## src/rtl/top_memoryaccess_pkg.sv

```systemverilog
// Shared decode constants and types for the memory-access stage.
package top_memoryaccess_pkg;

    // Decoded-op layout: bit0 = load, bit1 = store, bits[4:2] = funct3.
    localparam int OPLEN_DEFAULT = 8;
    localparam int MEM_LOAD_BIT  = 0;
    localparam int MEM_STORE_BIT = 1;
    localparam int FUNCT3_BIT_L  = 2;
    localparam int FUNCT3_BIT_M  = 4;

    localparam logic [2:0] FUNCT3_LB  = 3'b000;
    localparam logic [2:0] FUNCT3_LH  = 3'b001;
    localparam logic [2:0] FUNCT3_LW  = 3'b010;
    localparam logic [2:0] FUNCT3_LBU = 3'b100;
    localparam logic [2:0] FUNCT3_LHU = 3'b101;
    localparam logic [2:0] FUNCT3_SB  = 3'b000;
    localparam logic [2:0] FUNCT3_SH  = 3'b001;
    localparam logic [2:0] FUNCT3_SW  = 3'b010;

    typedef enum logic {
        ST_IDLE = 1'b0,
        ST_WAIT = 1'b1
    } state_t;

    // Access size lives in funct3[1:0] for both loads and stores.
    function automatic logic is_misaligned(input logic [1:0] size, input logic [1:0] off);
        case (size)
            2'b01:   return off[0];
            2'b10:   return off != 2'b00;
            default: return 1'b0;
        endcase
    endfunction

endpackage

```

## src/rtl/top_memoryaccess_load_align.sv

```systemverilog
// Selects the addressed byte/halfword of a load word and extends it.
module load_align
    import top_memoryaccess_pkg::*;
(
    input  logic [2:0]  funct3,
    input  logic [1:0]  byte_off,
    input  logic [31:0] rdata,
    output logic [31:0] data
);

    logic [7:0]  lane [4];
    logic [7:0]  byte_sel;
    logic [15:0] half_sel;

    for (genvar gi = 0; gi < 4; gi++) begin : g_lane
        assign lane[gi] = rdata[8*gi +: 8];
    end

    // Pick the lane and apply sign or zero extension by load kind.
    always_comb begin
        byte_sel = lane[byte_off];
        half_sel = byte_off[1] ? rdata[31:16] : rdata[15:0];
        case (funct3)
            FUNCT3_LB:  data = {{24{byte_sel[7]}}, byte_sel};
            FUNCT3_LH:  data = {{16{half_sel[15]}}, half_sel};
            FUNCT3_LBU: data = {24'h0, byte_sel};
            FUNCT3_LHU: data = {16'h0, half_sel};
            default:    data = rdata;
        endcase
    end

endmodule

```

## src/rtl/top_memoryaccess.sv

```systemverilog
// Memory-access pipeline stage: issues data-memory requests, waits for ack,
// aligns load data and latches writeback values.
module top_memoryaccess
    import top_memoryaccess_pkg::*;
#(
    parameter int XLEN  = 32,
    parameter int OPLEN = OPLEN_DEFAULT
) (
    input  logic               clk,
    input  logic               rst,
    input  logic               phase_memoryaccess,
    input  logic [OPLEN-1:0]   decoded_op_em,
    input  logic [XLEN-1:0]    rs2data_em,
    input  logic [XLEN-1:0]    alu_out_em,
    input  logic [XLEN-1:0]    next_pc_em,
    input  logic               jump_state_em,
    input  logic [4:0]         rdsel_em,
    output logic               dmem_req,
    output logic               dmem_we,
    output logic [XLEN-1:0]    dmem_addr,
    output logic [XLEN-1:0]    dmem_wdata,
    output logic [XLEN/8-1:0]  dmem_be,
    input  logic               dmem_ack,
    input  logic [XLEN-1:0]    dmem_rdata,
    output logic [XLEN-1:0]    rd_data_mw,
    output logic [XLEN-1:0]    next_pc_mw,
    output logic [4:0]         rdsel_mw,
    output logic               jump_state_mw,
    output logic [OPLEN-1:0]   decoded_op_mw,
    output logic               misalign_mw,
    output logic               stall_memoryaccess
);

    localparam int BE_W    = XLEN / 8;
    localparam int LATCH_W = XLEN + XLEN + 5 + 1 + OPLEN + 1;

    state_t state_reg, state_next;

    logic              is_load, is_store, misalign_em, mem_go;
    logic [2:0]        funct3_em;
    logic [XLEN-1:0]   wdata_next;
    logic [BE_W-1:0]   be_next;
    logic              issue, latch_en, latch_from_mem;

    // Request context captured at WAIT entry so the *_em inputs may change.
    logic [OPLEN-1:0]  cap_op_reg;
    logic [XLEN-1:0]   cap_addr_reg;
    logic [XLEN-1:0]   cap_next_pc_reg;
    logic              cap_jump_reg;
    logic [4:0]        cap_rdsel_reg;
    logic [XLEN-1:0]   load_data;

    logic [LATCH_W-1:0] out_reg, out_next;

    assign is_load     = decoded_op_em[MEM_LOAD_BIT];
    assign is_store    = decoded_op_em[MEM_STORE_BIT];
    assign funct3_em   = decoded_op_em[FUNCT3_BIT_M:FUNCT3_BIT_L];
    assign misalign_em = (is_load | is_store) & is_misaligned(funct3_em[1:0], alu_out_em[1:0]);
    assign mem_go      = (is_load | is_store) & ~misalign_em;

    // Store lane formatting; loads read the full word.
    always_comb begin
        wdata_next = rs2data_em;
        be_next    = '1;
        if (is_store) begin
            case (funct3_em[1:0])
                2'b00: begin
                    wdata_next = {4{rs2data_em[7:0]}};
                    be_next    = BE_W'(1) << alu_out_em[1:0];
                end
                2'b01: begin
                    wdata_next = {2{rs2data_em[15:0]}};
                    be_next    = alu_out_em[1] ? BE_W'(4'b1100) : BE_W'(4'b0011);
                end
                default: begin
                    wdata_next = rs2data_em;
                    be_next    = '1;
                end
            endcase
        end
    end

    load_align u_load_align (
        .funct3   (cap_op_reg[FUNCT3_BIT_M:FUNCT3_BIT_L]),
        .byte_off (cap_addr_reg[1:0]),
        .rdata    (dmem_rdata),
        .data     (load_data)
    );

    // FSM state register.
    always_ff @(posedge clk) begin
        if (rst) state_reg <= ST_IDLE;
        else     state_reg <= state_next;
    end

    // Next state, stall and latch/issue strobes.
    always_comb begin
        state_next         = state_reg;
        stall_memoryaccess = 1'b0;
        issue              = 1'b0;
        latch_en           = 1'b0;
        latch_from_mem     = 1'b0;
        case (state_reg)
            ST_IDLE: begin
                if (phase_memoryaccess) begin
                    if (mem_go) begin
                        state_next         = ST_WAIT;
                        stall_memoryaccess = 1'b1;
                        issue              = 1'b1;
                    end else begin
                        latch_en = 1'b1;
                    end
                end
            end
            ST_WAIT: begin
                stall_memoryaccess = ~dmem_ack;
                if (dmem_ack) begin
                    state_next     = ST_IDLE;
                    latch_en       = 1'b1;
                    latch_from_mem = 1'b1;
                end
            end
            default: state_next = ST_IDLE;
        endcase
        if (rst) stall_memoryaccess = 1'b0;
    end

    // Writeback latch contents: captured context on ack, live inputs otherwise.
    always_comb begin
        if (latch_from_mem)
            out_next = {cap_op_reg[MEM_LOAD_BIT] ? load_data : cap_addr_reg,
                        cap_next_pc_reg, cap_rdsel_reg, cap_jump_reg, cap_op_reg, 1'b0};
        else
            out_next = {alu_out_em, next_pc_em, rdsel_em, jump_state_em,
                        decoded_op_em, misalign_em};
    end

    // Request registers, capture registers and the writeback latch.
    always_ff @(posedge clk) begin
        if (rst) begin
            dmem_req        <= 1'b0;
            dmem_we         <= 1'b0;
            dmem_addr       <= '0;
            dmem_wdata      <= '0;
            dmem_be         <= '0;
            cap_op_reg      <= '0;
            cap_addr_reg    <= '0;
            cap_next_pc_reg <= '0;
            cap_jump_reg    <= 1'b0;
            cap_rdsel_reg   <= '0;
            out_reg         <= '0;
        end else begin
            if (latch_en) out_reg <= out_next;
            if (issue) begin
                dmem_req        <= 1'b1;
                dmem_we         <= is_store;
                dmem_addr       <= {alu_out_em[XLEN-1:2], 2'b00};
                dmem_wdata      <= wdata_next;
                dmem_be         <= be_next;
                cap_op_reg      <= decoded_op_em;
                cap_addr_reg    <= alu_out_em;
                cap_next_pc_reg <= next_pc_em;
                cap_jump_reg    <= jump_state_em;
                cap_rdsel_reg   <= rdsel_em;
            end else if (latch_from_mem) begin
                dmem_req <= 1'b0;
                dmem_we  <= 1'b0;
            end
        end
    end

    assign {rd_data_mw, next_pc_mw, rdsel_mw, jump_state_mw, decoded_op_mw, misalign_mw} = out_reg;

endmodule

```

## config.mk

```make
export PLATFORM = sky130hd
export DESIGN_NAME = top_memoryaccess
export DESIGN_NICKNAME = d
export VERILOG_FILES = /design/src/rtl/top_memoryaccess_pkg.sv /design/src/rtl/top_memoryaccess_load_align.sv /design/src/rtl/top_memoryaccess.sv
export SDC_FILE = /design/constraint.sdc
export NUM_CORES = 1
export LEC_CHECK = 0
export BUFFER_PORTS_ARGS = -buffer_cell sky130_fd_sc_hd__buf_2
export CORE_MARGIN = 4
export CORE_UTILIZATION = 56
export CTS_BUF_LIST = sky130_fd_sc_hd__clkbuf_2 sky130_fd_sc_hd__clkbuf_4 sky130_fd_sc_hd__clkbuf_8
export DETAILED_ROUTE_END_ITERATION = 8
export HOLD_SLACK_MARGIN = 0.05
export PLACE_DENSITY = 0.93
export REMOVE_ABC_BUFFERS = 1
export SETUP_SLACK_MARGIN = 0.02
export SYNTH_ARGS = -nofsm -noshare
export SYNTH_HDL_FRONTEND = slang
export SYNTH_SLANG_ARGS = --single-unit
```

## constraint.sdc

```tcl
create_clock -name clk -period 2.8 [get_ports clk]
set_clock_uncertainty 0.1 [all_clocks]
set_input_delay 0.42 -clock clk [delete_from_list [all_inputs] [get_ports clk]]
set_output_delay 0.42 -clock clk [all_outputs]
set_load 0.01 [all_outputs]
```

# [Yosys cells after proc, flatten, opt, wreduce, memory -nomap -nowiden]
# Index checks and enable logic that the tools add are counted.
[word_totals] in_bits=146 register_bits=226 word_cells=58 output_inout_bits=150
[classes] shifts=1 reduce_logical=4 n_bitwise=7 magnitude_cmp=1 n_mux=28 n_eq_ne=5
[op_table] operator="case mux 32 bit (4 select lines)" n=1
[op_table] operator="2-to-1 mux 79 bit" n=1
[op_table] operator="2-to-1 mux 32 bit" n=2
[op_table] operator="case mux 32 bit (2 select lines)" n=1
[op_table] operator="binary-select mux 8 bit (select 2 bit)" n=1
[op_table] operator="2-to-1 mux 16 bit" n=1
[op_table] operator="2-to-1 mux 8 bit" n=2
[op_table] operator="2-to-1 mux 1 bit" n=12
[op_table] operator="2-to-1 mux 4 bit" n=2
[op_table] operator="case mux 1 bit (2 select lines)" n=4
[op_table] operator="case mux 4 bit (2 select lines)" n=1
[op_table] operator="== test 3 bit, second input constant" n=2
[op_table] operator="nonzero test 2 bit" n=2
[op_table] operator="left shift 1 x 2 -> 4 bit, first input constant" n=1
[op_table] operator="== test 3 x 1 -> 1 bit, second input constant" n=1
[op_table] operator="greater-or-equal comparator 3 bit, second input constant" n=1
[op_table] operator="logical NOT 3 bit" n=1
[op_table] operator="NOT 1 bit" n=3
[op_table] operator="NOT 2 -> 3 bit" n=1
[op_table] operator="bitwise AND 1 bit" n=2
[op_table] operator="== test 2 x 1 -> 1 bit, second input constant" n=1
[op_table] operator="== test 2 bit, second input constant" n=1
[op_table] operator="logical NOT 2 bit" n=1
[op_table] operator="bitwise OR 1 bit" n=1

# [Longest topological paths before layout]
# Gate-level depths: netlist (run 1).
[depth] ltp_word=9 depth_mapped=10 mapped_depth_nobuf=7

# [Hierarchy]
# A second synthesis (run 1) with hierarchy kept.
[hier_totals] hier_cells=1137 hier_area_um2=9038.7
[modules_own_cells] module="top_memoryaccess" instances=1 cells_each=1019 area_per_inst_um2=8239.2 seq_area_each_um2=3923.8
[modules_own_cells] module="load_align" instances=1 cells_each=118 area_per_inst_um2=799.5 seq_area_each_um2=0.0

# [Least setup slack after synthesis (run 1)]
# Ideal clock, no wire load.
[synth_path] path_kind="input-to-output" startpoint="input decoded_op_em[3]" endpoint="output stall_memoryaccess" path_slack_ps=524 cell_stages=8 arrival_time_ps=1756 path_buffers=2 t_required_ps=2280 cell_sequence="inv_1 -> ha_1 -> a21oi_1 -> o21ai_1 -> or2_1 -> buf_2 -> buf_2 -> a21oi_1"
[synth_between] elab_chain_cells=9 word_cells_on_any_way=10 classes_between="eq/ne: 2; mux: 5; bitwise: 3"
[synth_rtl] element="start: declaration" line_no="top_memoryaccess.sv:12" text="input logic [OPLEN-1:0] decoded_op_em,"
[synth_rtl] element="== test 2 bit / == test 2 x 1 -> 1 bit (equally long branches)" line_no="top_memoryaccess_pkg.sv:27" text="case (size)"
[synth_rtl] element="case mux 1 bit (2 select lines) (*)" line_no="top_memoryaccess_pkg.sv:27"
[synth_rtl] element="bitwise AND 1 bit (*)" line_no="top_memoryaccess.sv:58" text="assign misalign_em = (is_load | is_store) & is_misaligned(funct3_em[1:0], alu_out_em[1:0]);"
[synth_rtl] element="NOT 1 bit (*)" line_no="top_memoryaccess.sv:59" text="assign mem_go = (is_load | is_store) & ~misalign_em;"
[synth_rtl] element="bitwise AND 1 bit (*)" line_no="top_memoryaccess.sv:59"
[synth_rtl] element="2-to-1 mux 1 bit (*)" line_no="top_memoryaccess.sv:106" text="if (mem_go) begin"
[synth_rtl] element="2-to-1 mux 1 bit (*)" line_no="top_memoryaccess.sv:105" text="if (phase_memoryaccess) begin"
[synth_rtl] element="case mux 1 bit (2 select lines) (*)" line_no="top_memoryaccess.sv:103" text="case (state_reg)"
[synth_rtl] element="2-to-1 mux 1 bit (*)" line_no="top_memoryaccess.sv:125" text="if (rst) stall_memoryaccess = 1'b0;"
[synth_rtl] element="end: declaration" line_no="top_memoryaccess.sv:31" text="output logic stall_memoryaccess"
# Mark *: on every way between the ends. The rest lies on a longest branch, timed or not.

# [Final worst setup path (run 1)]
[layout_path] startpoint="register state_reg" endpoint="output stall_memoryaccess"
[layout_between] elab_chain_cells=3
[layout_rtl] element="start: declaration" line_no="top_memoryaccess.sv:37" text="state_t state_reg, state_next;"
[layout_rtl] element="start signal: assignment" line_no="top_memoryaccess.sv:93" text="else state_reg <= state_next;"
[layout_rtl] element="NOT 1 bit"
[layout_rtl] element="case mux 1 bit (2 select lines) (*)" line_no="top_memoryaccess.sv:103"
[layout_rtl] element="2-to-1 mux 1 bit (*)" line_no="top_memoryaccess.sv:125"
# Marked as above.

==> results of run 1 <==
==> layout make-up <==
cell class	count	area share, %
Multi-Input combinational cell	768	39.8
Inverter	10	0.357
Tap cell	211	2.51
Clock buffer	17	2.23
Clock inverter	15	1.50
Antenna cell	1	0.0238
Sequential cell	196	37.4
Timing Repair Buffer	321	16.2
==> what timing repair did <==
item | CTS | global route
hold endpoints to repair | 1 | 0
setup endpoints to repair | 0 | 0
hold buffers | 1 | 0
resized for setup | 0 | 0
==> worst max-delay path by stage <==
| stage | endpoint | startpoint | cells after the start |
|---|---|---|---|
| after floorplan | dmem_wdata[10] | decoded_op_em[3] | 7 |
| after global placement | dmem_wdata[9] | decoded_op_em[2] | 8 |
| after detailed placement | cap_next_pc_reg[0] | decoded_op_em[2] | 9 |
| after CTS | stall_memoryaccess | state_reg | 5 |
| after global routing | stall_memoryaccess | state_reg | 5 |
| final | stall_memoryaccess | state_reg | 5 |
==> cell families after synthesis <==
group / Yosys count
AND/OR/NAND/NOR: 423
adder cells (fa/ha/maj): 3
AO/OA/AOI/OAI: 314
other: 1
flip-flops: 196
buffers and inverters: 136
multiplexers: 26
==> power breakdown <==
group	internal, mW	switching (mW)	leakage, nW
logic	0.481	0.745	2.80
registers	3.00	0.132	1.61
clock network	0.802	1.01	0.194
==> placed cells by master, fill, tap and decap left out, types with 16 or more instances in the layout <==
cell type  count
a311oi_1      46
clkbuf_8      17
o22ai_1       25
nand2_1      294
o21ai_0       29
dfxtp_1      196
a221o_1       16
nor2_1        85
mux2i_1       24
buf_4         26
buf_2        292
a21oi_1      136
==> critical path: stages (launching register included) <==
cell and delay (ns):
dfxtp_1 0.35, and2b_1 0.33, o21ai_1 0.18, or2_4 0.36
a21oi_1 0.19, buf_2 0.16
==> per-layer routing <==
layer | vias to the layer above | share of wire (%) | track usage [%]
met5 | - | 0 | 0
met4 | 0 | 4.3 | 15.0
met3 | 83 | 10 | 8.23
met2 | 555 | 48 | 49.1
met1 | 4153 | 37 | 34.2
li1 | 4227 | - | -
==> flow_metrics.py, run 1 <==
metrics = {
    "routing": {
        "drtPass1Iterations": 7,
        "post-route-drc-count": 0,
        "ant_nets": 0,
        "routedWlPerCell_um": 17.4,
        "drt_wl_total_mm": 26.7,
        "drtIter0Drc": 802,
        "num_vias": 9018,
        "via_per_inst": 5.86,
    },
    "min_path": {
        "hp-class": "input port to flip-flop",
        "holdPathEnd": "dmem_wdata[29]",
        "min_from": "rs2data_em[29]",
        "holdPathStages": 2,
    },
    "clock_tree": {
        "clock_latency_ns": 0.45,
        "cts_tree": "yes",
        "cts_setup_buffers": 0,
        "cts.path.max_buffers": 2,
        "cts.sinks": 196,
        "htreeDepth": 4,
        "cts_made_buffers": 17,
        "root_buffer": "clkbuf_8",
        "clk_pin_slew_ns": 0.10,
    },
    "yosys": {
        "synth-xor-area-share_pct": 0,
        "netlist_area_um2": 8790,
        "synth_cells": 1099,
        "synth_compound_area_share_pct": 24.5,
        "yosys.cell_count.top_type": "nand2_1",
        "yosys_warnings": 0,
        "synthSimpleGateAreaFrac_pct": 19.4,
        "yosysTopAreaCell": "dfxtp_1",
        "synthArstFlopShare_pct": 0,
        "synth_fa_ha_area_share_pct": 0.427,
        "synth_flop_cell": "dfxtp_1",
        "synth_top_family_by_area": "compound AO/OA/AOI/OAI gates",
        "synth_common_cells": "nand2_1, dfxtp_1, a21oi_1, nor2_1, clkbuf_1",
        "ys_ff_latch": 196,
        "yosys.area.top_type_share_pct": 44.6,
        "synth_seq_area_share_pct": 44.6,
        "syn_area_per_cell_um2": 8.00,
        "ys_types": 50,
        "synth_area_leaders": "dfxtp_1, nand2_1, a21oi_1",
        "muxShareOfSynthArea_pct": 2.99,
        "synth-edff-count": 0,
    },
    "sta": {
        "max_freq_mhz": 390,
        "setup_viol": 0,
        "fin_crit_sh_pct": 91.7,
        "timing.final.ws_setup_ns": 0.233,
        "slew_violations": 0,
        "rsz0062_at_grt": "no",
        "setup-tns-final_ns": 0,
        "max-slew-margin-rel_pct": 36.0,
        "worst_pin_slew_ns": 0.956,
        "whs_ns": 0.0901,
        "finalHoldViolations": 0,
        "period_needed_ns": 2.57,
    },
    "floorplan": {
        "dieArea_um2": 17800,
        "coreArea_um2": 15300,
        "initial_core_util_pct": 57.4,
        "die_h_um": 133,
        "pin_count": 296,
        "die_x_um": 133,
        "rows": 45,
    },
    "placement": {
        "io_buffers": 293,
        "dpl_worst_slack_ns": 0.270,
        "hpwl_mm": 19.2,
        "placedCellCount": 1505,
        "gp_congestion": 0.867,
        "place_area_um2": 10100,
    },
    "cells_and_area": {
        "instances_no_fill": 1539,
        "final_core_util_pct": 68.6,
        "regArea_um2": 3920,
        "multiInputGateArea_um2": 4180,
        "area_growth_pct": 19.5,
        "largest_register_ffs": 79,
        "stdcell_area_um2": 10500,
        "fillCellCount": 1265,
        "nets": 1463,
        "drive_gt1_share_pct": 28.4,
    },
    "worst_setup_path": {
        "crit_type": "flip-flop to output pin",
        "crit_path_end_kind": "output pin",
        "r2r_end": "out_reg[78]",
        "worstPathRequired_ns": 2.28,
        "cp.arrival_ns": 2.05,
        "worstSetupStartpointType": "flip-flop",
        "critPathMaxFanout": 17,
        "rr_worst_depth": 5,
        "r2r_slack_ns": 0.38,
        "timing.rr.start": "cap_op_reg[2]",
    },
    "power": {
        "leakagePower_nw": 4.61,
        "p_total_mw": 6.18,
        "peakVddDrop_mv": 0.437,
        "pwr_density_cell_nw_per_um2": 588,
    },
    "global_routing": {
        "grt_first_pass_wirelength_mm": 42.7,
        "first_global_vias": 8594,
        "track_usage_pct": 29.3,
        "antenna_found_initial": 1,
        "grt-ovfl-total": 0,
        "grt_max_degree": 54,
    },
    "run_status": {
        "outcome": "completed",
    },
    "job": {
        "cap_viol_max_count": 0,
    },
}
Note: power is estimated with default switching activity, not from simulation.
==> run 2: changes to the inputs <==
REMOVE_ABC_BUFFERS = not set   (was 1)
==> run 2 against run 1 <==
Global-route usage shrank 0.40 points. Final area is 0.19% higher. Cell count is 0.19% lower. Highest routed layer unchanged.
==> flow_metrics.py, run 2 (synthesized netlist as in run 1, its figures left out) <==
metrics = {
    "power": {
        "peakVddDrop_mv": 0.591,
        "leakagePower_nw": 4.59,
        "pwr_density_cell_nw_per_um2": 585,
    },
    "worst_setup_path": {
        "worstSetupStartpointType": "flip-flop",
        "crit_path_end_kind": "output pin",
        "critPathMaxFanout": 21,
        "cp.arrival_ns": 2.03,
        "r2r_slack_ns": 0.57,
        "worstPathRequired_ns": 2.28,
        "crit_type": "flip-flop to output pin",
    },
    "cells_and_area": {
        "drive_gt1_share_pct": 28.2,
        "diodes": 0,
        "area_growth_pct": 19.7,
        "regArea_um2": 3920,
        "final_common_cell": "nand2_1",
        "instances_no_fill": 1536,
        "multiInputGateArea_um2": 4180,
        "nets": 1462,
        "fillCellCount": 1247,
        "mostFrequentLayoutCells": "nand2_1, buf_2, dfxtp_1",
        "largest_register_ffs": 79,
    },
    "placement": {
        "placedCellCount": 1502,
        "hpwl_mm": 19.2,
        "io_buffers": 293,
        "gp_congestion": 0.888,
    },
    "clock_tree": {
        "cts_tree": "yes",
        "clk_pin_slew_ns": 0.11,
        "clock_latency_ns": 0.45,
        "cts_setup_buffers": 0,
        "cts.path.max_buffers": 2,
        "cts_hold_buffers": 0,
        "cts_made_buffers": 17,
        "ctsResizeCount": 0,
        "cts.sinks": 196,
        "root_buffer": "clkbuf_8",
        "htreeDepth": 4,
    },
    "global_routing": {
        "grt_first_pass_wirelength_mm": 41.9,
        "antenna_found_initial": 0,
        "grt_max_degree": 110,
        "grt-ovfl-total": 0,
        "first_global_vias": 8300,
        "track_usage_pct": 28.9,
    },
    "job": {
        "cap_viol_max_count": 0,
    },
    "floorplan": {
        "coreArea_um2": 15300,
        "initial_core_util_pct": 57.4,
        "die_h_um": 133,
        "die_x_um": 133,
        "pin_count": 296,
        "dieArea_um2": 17800,
        "rows": 45,
    },
    "sta": {
        "slew_violations": 0,
        "period_needed_ns": 2.55,
        "setup_viol": 0,
        "setup-tns-final_ns": 0,
        "finalHoldViolations": 0,
        "rsz0062_at_grt": "no",
        "max_freq_mhz": 393,
        "fin_crit_sh_pct": 91.0,
        "worst_pin_slew_ns": 1.05,
        "max-slew-margin-rel_pct": 29.9,
    },
    "run_status": {
        "outcome": "completed",
    },
    "routing": {
        "via_per_inst": 5.76,
        "ant_nets": 0,
        "drtIter0Drc": 932,
        "num_vias": 8854,
        "routedWlPerCell_um": 17.4,
        "drt_wl_total_mm": 26.8,
        "drtPass1Iterations": 6,
        "post-route-drc-count": 0,
    },
    "min_path": {
        "hp-class": "input port to flip-flop",
    },
}
[run 2: cell count changes in the layout (fill, tap and decap cells not counted), moves of 2 or more]
cell           before  now
inv_8               1    3
clkinv_2            4    0
clkinv_4            3    1
dlygate4sd3_1       1    3
buf_12              1    3
buf_4              26   21
clkinvlp_4          3    5
[run 2: worst max-delay path, cell delays in order (launching register included)]
cell,delay [ns]
dfxtp_1,0.36
and2b_1,0.32
o21ai_1,0.19
or2_4,0.39
a21oi_1,0.16
buf_2,0.17
[run 2: power breakdown]
group,switching (mW),internal (mW)
Clock,1.03,0.755
Sequential,0.133,3.01
Combinational,0.745,0.486
[run 2: cell type report]
type | instances | share of cell area (%)
Tap cell | 211 | 2.51
Sequential cell | 196 | 37.3
Multi-Input combinational cell | 768 | 39.8
Inverter | 10 | 0.357
Clock buffer | 18 | 2.35
Timing Repair Buffer | 320 | 16.4
Clock inverter | 13 | 1.37
[run 2: final timing paths]
kind,from,to,depth (start not counted)
max,state_reg,stall_memoryaccess,5
min,rs2data_em[27],dmem_wdata[27],2
max reg2reg,state_reg,dmem_wdata[10],5
min reg2reg,cap_next_pc_reg[8],cap_next_pc_reg[8],2
[run 2: metrics by stage]
step | power [mW] | instance area [um2] | hold WS, ns | setup WS (ns) | utilization, %
4_1_cts | 6.19 | 10500 | 0.0541 | 0.222 | 68.5
3_3_place_gp | 4.38 | 10100 | 0.337 | 0.311 | 65.9
6_report | 6.16 | 10500 | 0.0902 | 0.253 | 68.7
5_1_grt | 6.47 | 10500 | 0.0555 | 0.119 | 68.7
3_5_place_dp | 4.42 | 10100 | 0.344 | 0.230 | 65.9
2_1_floorplan | 3.95 | 8790 | 0.337 | 0.524 | -
[run 2: layer usage]
metal	share of wire, %	track usage [%]	vias up
li1	-	-	4233
met4	3.1	10.4	0
met5	0	0	-
met3	9.8	8.42	65
met1	39	36.2	4062
met2	48	47.5	494
